--- config.mk ---
export PLATFORM = sky130hd
export DESIGN_NAME = prim_arb_burst_lock
export DESIGN_NICKNAME = d
export VERILOG_FILES = /design/src/rtl/prim_arb_burst_lock.sv
export SDC_FILE = /design/constraint.sdc
export NUM_CORES = 1
export LEC_CHECK = 0
export CORE_MARGIN = 8
export CORE_UTILIZATION = 50
export DETAILED_ROUTE_END_ITERATION = 7
export GPL_ROUTABILITY_DRIVEN = 0
export PLACE_DENSITY = 0.81
export SYNTH_ARGS = -nofsm -noshare
export SYNTH_HDL_FRONTEND = slang
export SYNTH_SLANG_ARGS = --single-unit
--- constraint.sdc ---
create_clock -name clk_i -period 4.33 [get_ports clk_i]
set_clock_uncertainty 0.1 [all_clocks]
set_input_delay 0.866 -clock clk_i [delete_from_list [all_inputs] [get_ports clk_i]]
set_output_delay 0.866 -clock clk_i [all_outputs]
set_load 0.05 [all_outputs]
--- src/rtl/prim_arb_burst_lock.sv ---
// +--------------------------------------------------------------------------+
// | prim_arb_burst_lock                                                      |
// | Round-robin arbiter that locks the grant for a whole valid/ready burst,  |
// | with a stall watchdog. Define PRIM_ARB_BURST_LOCK_DUP_EN for a redundant |
// | inverted beat counter that raises a sticky err_o on mismatch.            |
// | Revision: 1.0                                                            |
// +--------------------------------------------------------------------------+
`default_nettype none

module prim_arb_burst_lock #(
   parameter int N         = 4,
   parameter int LEN_W     = 4,
   parameter int TIMEOUT_W = 8,
   localparam int IDX_W    = $clog2(N)
) (
   input  logic             clk_i,
   input  logic             rst_i,
   input  logic [N-1:0]     req_i,
   input  logic [LEN_W-1:0] len_i [N],
   output logic [N-1:0]     gnt_o,
   output logic [IDX_W-1:0] idx_o,
   output logic             valid_o,
   input  logic             ready_i,
   output logic             last_o,
   output logic             busy_o,
   output logic             timeout_o,
   output logic             err_o
);

   localparam logic [1:0] c_IDLE  = 2'd0;
   localparam logic [1:0] c_BURST = 2'd1;
   localparam logic [1:0] c_GAP   = 2'd2;
   // Abort fires on the stall that would bring the watchdog to all-ones.
   localparam logic [TIMEOUT_W-1:0] c_WDOG_LAST = {TIMEOUT_W{1'b1}} - TIMEOUT_W'(1);

   logic [1:0]           r_state;
   logic [1:0]           w_state_nxt;
   logic [IDX_W-1:0]     r_ptr;
   logic [IDX_W-1:0]     r_idx;
   logic [LEN_W-1:0]     r_cnt;
   logic [TIMEOUT_W-1:0] r_wdog;
   logic                 r_timeout;

   logic [IDX_W-1:0]     w_winner;
   logic [IDX_W:0]       w_sum;
   logic [IDX_W-1:0]     w_pos;
   logic [IDX_W-1:0]     w_idx_inc;
   logic                 w_any;
   logic                 w_load;
   logic                 w_beat;
   logic                 w_dec;
   logic                 w_done;
   logic                 w_expire;

   assign w_any     = |req_i;
   assign w_load    = (r_state == c_IDLE) & w_any;
   assign w_beat    = (r_state == c_BURST) & ready_i;
   assign w_dec     = w_beat & (r_cnt != '0);
   assign w_done    = w_beat & (r_cnt == '0);
   assign w_expire  = (r_state == c_BURST) & ~ready_i & (r_wdog == c_WDOG_LAST);
   assign w_idx_inc = (r_idx == IDX_W'(N-1)) ? '0 : r_idx + IDX_W'(1);

   // Descending scan so the lowest rotated offset from r_ptr wins.
   always_comb begin
      w_winner = '0;
      w_sum    = '0;
      w_pos    = '0;
      for (int i = N-1; i >= 0; i--) begin
         w_sum = {1'b0, r_ptr} + (IDX_W+1)'(i);
         w_pos = (w_sum >= (IDX_W+1)'(N)) ? IDX_W'(w_sum - (IDX_W+1)'(N))
                                         : w_sum[IDX_W-1:0];
         if (req_i[w_pos]) w_winner = w_pos;
      end
   end

   always_ff @(posedge clk_i or posedge rst_i) begin
      if (rst_i) r_state <= c_IDLE;
      else       r_state <= w_state_nxt;
   end

   always_comb begin
      w_state_nxt = r_state;
      case (r_state)
         c_IDLE:  if (w_any) w_state_nxt = c_BURST;
         c_BURST: if (w_done || w_expire) w_state_nxt = c_GAP;
         c_GAP:   w_state_nxt = c_IDLE;
         default: w_state_nxt = c_IDLE;
      endcase
   end

   always_comb begin
      gnt_o     = '0;
      idx_o     = '0;
      valid_o   = 1'b0;
      last_o    = 1'b0;
      busy_o    = 1'b0;
      timeout_o = r_timeout;
      case (r_state)
         c_BURST: begin
            gnt_o[r_idx] = 1'b1;
            idx_o        = r_idx;
            valid_o      = 1'b1;
            last_o       = (r_cnt == '0);
            busy_o       = 1'b1;
         end
         c_GAP:   busy_o = 1'b1;
         default: ;
      endcase
   end

   always_ff @(posedge clk_i or posedge rst_i) begin
      if (rst_i) begin
         r_ptr     <= '0;
         r_idx     <= '0;
         r_cnt     <= '0;
         r_wdog    <= '0;
         r_timeout <= 1'b0;
      end else begin
         r_timeout <= w_expire;
         if (w_load) begin
            r_idx  <= w_winner;
            r_cnt  <= len_i[w_winner];
            r_wdog <= '0;
         end else if (w_dec) begin
            r_cnt  <= r_cnt - LEN_W'(1);
            r_wdog <= '0;
         end else if (w_done || w_expire) begin
            r_ptr  <= w_idx_inc;
         end else if (r_state == c_BURST) begin
            r_wdog <= r_wdog + TIMEOUT_W'(1);
         end
      end
   end

`ifdef PRIM_ARB_BURST_LOCK_DUP_EN
   logic [LEN_W-1:0] r_cnt_n;
   logic             r_err;

   // Inverse copy counts up as r_cnt counts down, so the XOR stays all-ones.
   always_ff @(posedge clk_i or posedge rst_i) begin
      if (rst_i) begin
         r_cnt_n <= '1;
         r_err   <= 1'b0;
      end else begin
         if (w_load)     r_cnt_n <= ~len_i[w_winner];
         else if (w_dec) r_cnt_n <= r_cnt_n + LEN_W'(1);
         if (((r_cnt ^ r_cnt_n) != '1) || (r_state > c_GAP)) r_err <= 1'b1;
      end
   end

   assign err_o = r_err;
`else
   assign err_o = 1'b0;
`endif

endmodule

`default_nettype wire

==> metrics.md <==
| Metric | Value |
|---|---|
| WP data arrival | `2.33 ns` |
| CP max stage cell | `clkdlybuf4s50_1` |
| Fin nets | `205` |
| FP Rows | `18` |
| Detailed-route DRC error count | `0` |
| Grt ovf | `0` |
| Post-route cell area | `1650 µm²` |
| Share of cells above drive strength 1 | `7.02%` |
| Gr usage total | `14.9%` |
| Unique cell type count in the Yosys netlist | `41` |
| RSZ-0062 raised after global routing | `false` |
| Largest net degree at the start of global routing | `20` |
| Initial antenna violation count | `0` |
| Reg clk slew, reported paths | `0.11 ns` |
| Buf+Inv Stages, Crit Path | `2` |
| Async SR Flop Fraction | `100%` |
| Post-CTS resize count | `0` |
| Vias | `1112` |
| Synth Flop Type | `dfrtp_1` |
| 1st-iter DRT viols | `46` |
| Finished Core Util | `66.7%` |
| Period utilization | `76.1%` |
| Die area | `4490 µm²` |
| Pwr Density | `566 nW/µm²` |
| Clock sinks | `19` |
| Die boundary width | `67.0 µm` |
| Most frequent cells in the layout | `32 x clkdlybuf4s50_1, 19 x dfrtp_1, 15 x nor2_1, 12 x inv_1, 10 x ha_1` |
| Chip Height | `67.0 µm` |
| Core box area | `2480 µm²` |
| # Post-CTS Setup Buffers | `0` |
| Worst Path Required | `3.36 ns` |
| Reg area | `475 µm²` |
| ANT cells | `0` |
| Area growth from synthesis to layout | `27.0%` |
| Max Clk Rate | `303 MHz` |
| Setup_tns | `0 ns` |
| Post-DP Area | `1620 µm²` |
| Hold crit path type | `flip-flop to flip-flop` |
| Syn_nets | `173` |
| Flop pwr share | `29.8%` |
| Min setup slack post-route | `1.03 ns` |
| Global-route wire length before repair | `5190 µm` |
| Final wirelength | `3130 µm` |
| Mapped cell area | `1300 µm²` |
| Mean Syn Cell Area | `9.29 µm²` |
| Switch share | `48.5%` |
| CTS tree | `done` |
| Via-to-Cell Ratio | `5.53` |
| Number of global-route vias before repair | `1113` |
| Hold-fix buffer count after cts | `0` |
| I/O pin total | `34` |
| Worst-skew pair later-pin latency | `0.31 ns` |
| PortBufs | `32` |
| Max Cap Viol | `0` |
| Commonest non-fill, non-tap cell in the layout | `clkdlybuf4s50_1` |
| Status | `complete, no violations` |
| VDD IR-drop max | `476 µV` |
| H-tree level count | `1` |
| Clock Tree Buf Depth | `2` |
| Slew Viols, Final | `0` |
| Reg-to-reg slack, setup | `2.17 ns` |
| Root Driver | `clkbuf_4` |
| Critical path's top delay family | `buffers and inverters` |
| Multi-input logic area | `746 µm²` |
| CP Launch Type | `flip-flop` |
| Final Setup Violations | `0` |
| Comb pwr share | `59.8%` |
| Max FO, Critical Path | `5` |
| Worst slew pin tran | `0.746 ns` |
| ANT nets after route | `0` |
| Post-layout minimum cycle time | `3.30 ns` |
| Drt pass-1 iters | `4` |
| Cells along the critical path | `inv_1 -> ha_1 -> or3b_4 -> nor2_1 -> clkdlybuf4s50_1` |
| Clk pwr share | `10.3%` |
| Crit path capture type | `output pin` |
| Initial Utilization | `52.5%` |
| Rel. slew slack | `49.8%` |
| Yosys reg bits | `19` |
| Internal power | `481 µW` |
| Hpwl dp | `2510 µm` |
| Final hold vios | `0` |
| Wire per inst | `15.5 µm` |
| FILL cells | `202` |
| Leak | `0.000731 µW` |
| Synth Warn # | `0` |
| EDFF count, synth | `0` |
| Slowest stage delay, CP | `0.81 ns` |
| Critical path class | `flip-flop to output pin` |
| Pre-CTS setup slack | `1.37 ns` |
| Post-synthesis cell count | `140` |
| Sw Pwr | `453 µW` |
| Post-synthesis sequential area ratio | `36.6%` |
| Num CTS Buffers | `3` |
## worst min-delay path, delay by kind of cell (launching register included)
kind / cells / cell delay (ns)
and+or+nand+nor: 1 / 0.06
DFF: 1 / 0.39
AOI/OAI and AO/OA: 1 / 0.06
## through the flow
stage	instances	hold slack [ns]	total power, µW
after floorplan	140	0.369	698
after global placement	197	0.402	818
after detailed placement	197	0.404	842
after CTS	201	0.430	942
after global routing	201	0.463	1010
final	201	0.428	934
## cell type report
cell class	instances	share of cell area (%)
tap	30	2.27
clock buffer	3	1.36
inverter	12	2.73
sequential	19	28.8
timing repair buffer	32	19.4
clock inverter	1	0.303
multi-input combinational	104	45.2
## routing by layer
layer  routed length (µm)  vias up  track usage (%)  share of wire [%]
met5                    0        -                0                  0
met4                   27        0             3.92               0.86
met3                  217        3             5.37                6.9
met2                 1650       27             24.4                 53
met1                 1230      526             17.9                 39
li1                     -      556                -                  -
## path summary, 6_finish.rpt
path / from / endpoint / cells after the start
worst max-delay path: r_cnt[0] / last_o / 5
max in group asynchronous: rst_i / r_wdog[2] / 2
worst max register to register: r_cnt[0] / r_wdog[7] / 7
worst min register to register: r_ptr[0] / r_ptr[0] / 2
worst min-delay path: r_ptr[0] / r_ptr[0] / 2
min in group asynchronous: rst_i / r_cnt[2] / 2
## power by group through the flow
| stage | registers (µW) | logic, µW | clock network, µW |
|---|---|---|---|
| detailed placement | 281 | 561 | 0 |
| floorplan | 268 | 429 | 0 |
| CTS | 278 | 565 | 99.0 |
| global route | 288 | 621 | 106 |
| global placement | 278 | 540 | 0 |
| finish | 279 | 559 | 96.7 |
## cells by family after synthesis
family | Yosys count | synth area share (%)
adder cells (fa/ha/maj) | 10 | 9.62
other | 1 | 0.288
buffers and inverters | 17 | 6.06
multiplexers | 7 | 5.49
AND/OR/NAND/NOR | 51 | 21.7
XOR/XNOR | 7 | 4.72
AO/OA/AOI/OAI | 28 | 15.6
flip-flops | 19 | 36.6
## cells in the mapped netlist (2+ instances only)
cell,instances,area [µm²]
buf_4,2,15.0
a21oi_1,4,20.0
a21boi_0,2,15.0
inv_1,12,45.0
o31ai_1,2,15.0
a211oi_1,6,45.0
nor2_1,15,56.3
ha_1,10,125
and2_1,4,25.0
o21ai_0,5,25.0
dfrtp_1,19,475
or3_1,2,12.5
xnor2_1,3,26.3
nor3_1,5,25.0
nand3_1,2,10.0
xor2_1,4,35.0
nor2b_1,2,12.5
clkbuf_1,2,7.51
nand4_1,5,31.3
a221oi_1,3,26.3
mux2i_1,6,60.1
nand2_1,6,22.5
## sequential cells by signal (all words and copies together), names as in the netlist
register / flops
r_cnt: 4
r_idx: 2
r_ptr: 2
r_state: 2
r_wdog: 8
timeout_o: 1
Note: power is estimated with default switching activity, not from simulation.
